`src/rtl/mem_verify.sv`:
```
// mem_verify: reads back n bytes (saturated to 32) starting at m from the
// memory controller and counts bytes that differ from c[7:0].
// Ports: clk, reset (sync, active-high); start/m/c/n request inputs;
// finish pulse, return_val mismatch count, first_err_addr, err_valid;
// memory_controller_* master port (read-only, write_enable tied low).
// Optional first-error capture: define MEM_VERIFY_FIRST_ERR_EN.
module mem_verify (
  input  logic        clk,
  input  logic        reset,
  input  logic        start,
  input  logic [31:0] m,
  input  logic [31:0] c,
  input  logic [31:0] n,
  output logic        finish,
  output logic [31:0] return_val,
  output logic [31:0] first_err_addr,
  output logic        err_valid,
  output logic [31:0] memory_controller_address,
  output logic        memory_controller_write_enable,
  output logic [31:0] memory_controller_in,
  input  logic [31:0] memory_controller_out
);

  typedef enum logic [1:0] {
    IDLE,
    RUN,
    DRAIN,
    DONE
  } state_t;

  state_t      state;
  logic [31:0] base;
  logic [7:0]  expect_byte;
  logic [5:0]  cnt;
  logic [5:0]  index;
  logic [5:0]  count;
  logic [1:0]  vld;
  logic        drain_cnt;
  logic        mismatch;
  logic [5:0]  cnt_in;
  logic        unused_bits;

`ifdef MEM_VERIFY_FIRST_ERR_EN
  logic [5:0]  cmp_idx;
  logic [31:0] ferr;
  assign first_err_addr = ferr;
`else
  assign first_err_addr = 32'd0;
`endif

  assign memory_controller_write_enable = 1'b0;
  assign memory_controller_in = 32'd0;
  assign unused_bits = ^{c[31:8], memory_controller_out[31:8]};

  // RAM is 32 bytes deep; longer requests saturate.
  assign cnt_in = (n > 32'd32) ? 6'd32 : n[5:0];

  // vld[1] marks data issued two edges ago, now on memory_controller_out.
  assign mismatch = vld[1] &&
                    (memory_controller_out[7:0] != expect_byte);

  always_ff @(posedge clk) begin
    if (reset) begin
      state                     <= IDLE;
      base                      <= 32'd0;
      expect_byte               <= 8'd0;
      cnt                       <= 6'd0;
      index                     <= 6'd0;
      count                     <= 6'd0;
      vld                       <= 2'b00;
      drain_cnt                 <= 1'b0;
      finish                    <= 1'b0;
      return_val                <= 32'd0;
      err_valid                 <= 1'b0;
      memory_controller_address <= 32'd0;
`ifdef MEM_VERIFY_FIRST_ERR_EN
      cmp_idx                   <= 6'd0;
      ferr                      <= 32'd0;
`endif
    end else begin
      finish <= 1'b0;
      vld    <= {vld[0], 1'b0};

      if (mismatch) begin
        count <= count + 6'd1;
`ifdef MEM_VERIFY_FIRST_ERR_EN
        if (!err_valid) begin
          err_valid <= 1'b1;
          ferr      <= base + {26'd0, cmp_idx};
        end
`endif
      end
`ifdef MEM_VERIFY_FIRST_ERR_EN
      if (vld[1]) cmp_idx <= cmp_idx + 6'd1;
`endif

      unique case (state)
        IDLE: begin
          if (start) begin
            base        <= m;
            expect_byte <= c[7:0];
            cnt         <= cnt_in;
            index       <= 6'd0;
            count       <= 6'd0;
            err_valid   <= 1'b0;
`ifdef MEM_VERIFY_FIRST_ERR_EN
            cmp_idx     <= 6'd0;
            ferr        <= 32'd0;
`endif
            state <= (cnt_in == 6'd0) ? DONE : RUN;
          end
        end
        RUN: begin
          memory_controller_address <= base + {26'd0, index};
          vld       <= {vld[0], 1'b1};
          index     <= index + 6'd1;
          drain_cnt <= 1'b0;
          if (index + 6'd1 == cnt) state <= DRAIN;
        end
        DRAIN: begin
          drain_cnt <= 1'b1;
          if (drain_cnt) state <= DONE;
        end
        DONE: begin
          finish     <= 1'b1;
          return_val <= {26'd0, count};
`ifndef MEM_VERIFY_FIRST_ERR_EN
          err_valid  <= (count != 6'd0);
`endif
          state <= IDLE;
        end
        default: state <= IDLE;
      endcase
    end
  end

endmodule

```
`config.mk`:
```
export PLATFORM = sky130hd
export DESIGN_NAME = mem_verify
export DESIGN_NICKNAME = d
export VERILOG_FILES = /design/src/rtl/mem_verify.sv
export SDC_FILE = /design/constraint.sdc
export NUM_CORES = 1
export LEC_CHECK = 0
export ABC_AREA = 1
export BUFFER_PORTS_ARGS = -buffer_cell sky130_fd_sc_hd__buf_2
export CAP_MARGIN = 20
export CORE_AREA = 3 3 116 118
export DETAILED_ROUTE_END_ITERATION = 7
export DIE_AREA = 0 0 119 121
export MAX_ROUTING_LAYER = met4
export PLACE_DENSITY = 0.78
export SYNTH_ARGS = -nofsm -noshare
export SYNTH_HDL_FRONTEND = slang
export SYNTH_SLANG_ARGS = --single-unit
```
`constraint.sdc`:
```
create_clock -name clk -period 2.15 [get_ports clk]
set_clock_uncertainty 0.05 [all_clocks]
set_input_delay 0.3225 -clock clk [delete_from_list [all_inputs] [get_ports clk]]
set_output_delay 0.3225 -clock clk [all_outputs]
set_load 0.01 [all_outputs]
```
# Word-level counts from Yosys, hierarchy flattened
# Cells that the tools add are included.
[word_totals]
latchBits = 0
ram_bits = 0
inputBits = 131
mem_bits_ro = 0
n_memories = 0
register_bits = 103
[op_classes]
muxes = 16
n_div = 0
n_lt_le_gt_ge = 1
eq_ne = 8
reduce_logical = 11
addsub = 3
shifts = 0
n_bitwise = 0
n_mul = 0
[op_table]
columns = ["operator", "count"]
rows = [
  ["$add A32 B6 Y32", 1],
  ["$gt A32 B6 Y1 const B", 1],
  ["$mux W6", 5],
  ["$add A6 B1 Y6 const B", 2],
  ["$pmux W6 S2", 1],
  ["$mux W2", 4],
  ["$ne A8 B8 Y1", 1],
  ["$pmux W2 S4", 1],
  ["$eq A6 B6 Y1", 1],
  ["$logic_not A6 Y1", 1],
  ["$ne A2 B2 Y1 const B", 3],
  ["$reduce_and A2 Y1", 3],
  ["$reduce_bool A2 Y1", 3],
  ["$reduce_bool A6 Y1", 1],
  ["$eq A2 B2 Y1 const B", 2],
  ["$pmux W1 S2", 2],
  ["$mux W1", 3],
  ["$reduce_and A3 Y1", 1],
  ["$eq A2 B1 Y1 const B", 1],
  ["$logic_not A2 Y1", 1],
  ["$logic_and A1 B1 Y1", 1],
]

# Depth between registers and ports, before layout
[logic_depth]
depth_word = 6
ltp_mapped = 14

# Least setup slack after synthesis
# No wires, ideal clock.
[synth_path]
path_type = "flip-flop to flip-flop"
from = "reg index[0]"
to = "reg memory_controller_address[26]"
n_path_buf = 0
t_arrival_ps = 1740
path_stages_with_launch = 12
synth_period_minus_slack_ps = 1903
setup_ps = 113
setup_slack_ps = 247
required_time_ps = 1987
cell_sequence = "dfxtp_1 -> ha_1 -> inv_1 -> fa_1 -> o21ai_2 -> nand2_2 -> nand2_4 -> nand3_2 -> o21ai_1 -> nand2_1 -> o21ai_1 -> inv_1"
[synth_between]
elab_chain_len = 1
[synth_rtl]
columns = ["item", "line_no", "rtl"]
rows = [
  ["start: declaration", "35", "logic [5:0] index;"],
  ["start signal: assignment", "116", "index <= index + 6'd1;"],
  ["$add A32 B6 Y32", "114", "memory_controller_address <= base + {26'd0, index};"],
  ["end signal: assignment", "114", ""],
  ["end: declaration", "18", "output logic [31:0] memory_controller_address,"],
]
# Every way passes these cells.
# A chain may end at the register's enable or synchronous reset.

# Worst setup path in the final report
[layout_path]
from = "reg base[0]"
to = "reg memory_controller_address[30]"
[layout_between]
elab_chain_len = 1
[layout_rtl]
columns = ["item", "line_no", "rtl"]
rows = [
  ["start: declaration", "32", "logic [31:0] base;"],
  ["start signal: assignment", "100", "base <= m;"],
  ["$add A32 B6 Y32", "114", ""],
]
# Every way passes these cells.

==> results.cfg <==
[synth]
synth.avg_cell_area_um2 = 6.99
synth_cells = 849
yosysSeqAreaShare_pct = 34.8
ys_warn_count = 0
synth_top_family_by_area = simple AND/OR/NAND/NOR gates
synth_seq_cells = 103
yosys.area_share.xor_xnor_pct = 3.25
synth_area_mm2 = 0.00593
synth_compound_area_share_pct = 11.8
synthSimpleGateAreaFrac_pct = 27.4
synthMuxAreaShare_pct = 0
synth.distinct_cells = 39
synth_fa_ha_area_share_pct = 3.08

[critical_path]
crit_path_end_kind = register
critical_path_required_ps = 2350
worstRegToRegCells = 11
arrival_ps = 2180
crit_path_max_fanout = 9
r2r_setup_slack_ps = 170
path_class = reg2reg
r2r-end = memory_controller_address[30]
rr_startpoint = base[0]
start_kind = register

[global_route]
met3_usage_pct = 3.96
gr-usage-met2_pct = 31.0
overflow = 0
grt_pass1_wl_um = 22600
grt_pass1_vias = 4794
antenna_found_initial = 0
top_usage_layer = met2
grt_max_degree = 56
track_usage_pct = 19.8
use_met1_pct = 26.2

[final_layout]
regArea_mm2 = 0.00206
fin_cells = 1149
multi_input_area_mm2 = 0.00306
fin_nets = 1116
drive_above_1_share_pct = 18.4
layout-area-overhead-vs-synth_pct = 14.1
fill_cells = 1259
utilization_pct = 53.8

[min_path]
hold_path_end = base[30]
hold_path.class = in2reg
hp-start = m[30]
min_path_cells = 3

[clocking]
clockBufferDepth = 2
cts_tree = done
cts_made_buffers = 9
root_buffer = clkbuf_16
cts.sinks = 103
clock_latency_ps = 350
holdBufCountCts = 0
htreeDepth = 3
clkSlewWorstSetupHoldPaths_ps = 70

[timing]
final-max-slew-violation-count = 0
holdWs_ps = 112
tns_ps = 0
clock.fmax_mhz = 505
min_period_over_period_pct = 92.0
hold_viol = 0
period_minus_slack_ps = 1980
setup_violations = 0
rsz0062_at_grt = false

[route]
drt_wl_total_um = 14200
via_count = 5327
avgViaCountPerCell = 4.64
wire_per_inst_um = 12.3
detail-route-antenna-nets = 0
drtIter0Drc = 258
dr.pass1.iters = 4
drc = 0

[flow_run]
maxCapViolCount = 0

[die]
core_area_mm2 = 0.0126
fp.dieW_um = 119
die_h_um = 121
start_util_pct = 47.2
boundaryPins = 262
rows = 41
die_area_mm2 = 0.0144

[place]
place_congestion = 0.894
io_buffers = 122
dp_hpwl_um = 10700
numPlacedInstances = 1129

[power]
p_per_area_mw_per_mm2 = 954
p_leak_uw = 0.00332
irDropWorstVdd_v = 0.000420

[run_status]
outcome = completed
==> registers in the layout, indices dropped and copies added (netlist names) <==
signal / cells
base: 32
err_valid: 1
vld: 2
finish: 1
return_val: 6
count: 6
state: 2
drain_cnt: 1
expect_byte: 8
memory_controller_address: 32
index: 6
cnt: 6
==> Yosys cell counts <==
master,number,area [um^2]
conb_1,1,3.75
dfxtp_1,103,2060
nor3_1,13,65.1
or2_2,1,6.26
o22ai_1,3,18.8
nor4_1,2,12.5
buf_4,91,683
nor2_2,4,25.0
nand2_1,153,574
nand3_2,3,30.0
fa_1,1,20.0
buf_2,5,25.0
nand2_2,6,37.5
a22o_1,15,131
nor2_1,111,417
clkbuf_1,18,67.6
a21oi_1,26,130
or2_1,1,6.26
and3_1,2,12.5
or2_0,1,6.26
o311ai_0,1,8.76
a31oi_1,1,6.26
a21o_1,2,15.0
nor3_2,3,30.0
ha_1,13,163
o211ai_1,7,52.6
nand3_1,53,265
o21ai_0,52,260
xor2_1,18,158
inv_2,4,15.0
nand4_1,12,75.1
xnor2_1,4,35.0
o21ai_1,14,70.1
buf_1,2,7.51
nor3_4,2,32.5
inv_1,97,364
nand2_4,2,22.5
o21ai_2,1,8.76
nand3b_1,1,7.51
==> kinds of logic (layout without fill, tap and decap cells) <==
family	count (synthesis)	after routing
xor+xnor	22	22
fa+ha+maj	14	14
flops	103	103
compound gates	122	122
simple gates	370	370
buf+inv	217	254
other cells	1	92
==> layout by cell type (no fill, tap or decap), types with 9 or more instances in the layout <==
master     count
nand4_1       12
nor3_1        13
conb_1        91
a21oi_1       26
o21ai_1       14
clkbuf_16      9
inv_1         97
nor2_1       110
o21ai_0       52
nand3_1       53
buf_4         14
xor2_1        18
buf_2        122
dfxtp_1      103
nand2_1      153
a22o_1        15
ha_1          12
==> per-stage QoR <==
step | cell area [um^2] | setup slack [ps] | power [uW]
final | 6770 | 171 | 6460
after floorplan | 6270 | 247 | 4100
after CTS | 6740 | 47.3 | 6480
after global placement | 6420 | 93.8 | 4690
after detailed placement | 6420 | 63.5 | 4730
after global routing | 6760 | 23.4 | 6910
==> worst max-delay path, stage by stage, from the launching register on <==
cell	delay, ps
dfxtp_1	330
ha_1	170
inv_1	60
fa_2	350
o21ai_2	190
nand2_2	110
nand2_4	130
nand2_2	100
o21ai_1	150
nand2_1	60
o21ai_1	110
inv_1	40
==> worst max path at each step <==
stage	from	endpoint	slack, ps	depth (start not counted)
2_1_floorplan	index[0]	memory_controller_address[26]	250	11
3_3_place_gp	base[0]	memory_controller_address[26]	90	11
3_5_place_dp	base[0]	memory_controller_address[30]	60	11
4_1_cts	base[0]	memory_controller_address[30]	50	11
5_1_grt	state[0]	base[17]	20	8
6_report	base[0]	memory_controller_address[30]	170	11
==> power breakdown <==
part	internal (uW)	switching, uW
Clock	1020	739
Sequential	2320	259
Combinational	785	1340
==> layer usage <==
layer / vias up / part of all wire (%)
met4: 0 / 1.5
met3: 16 / 6.7
li1: 2774 / -
met1: 2387 / 46
met2: 150 / 46
met5: - / 0
==> cell type report <==
type	count	area share (%)
clock buffer	11	3.44
timing repair buffer	137	10.9
tap	172	3.18
sequential	103	30.5
multi-input combinational	619	45.2
clock inverter	5	1.22
inverter	101	5.60
antenna	1	0.0370
==> timing repair <==
action,in CTS,in global routing
resized for setup,0,1
buffers inserted,0,3
setup endpoints to repair,0,6
Power figures use the tool's default switching activity.
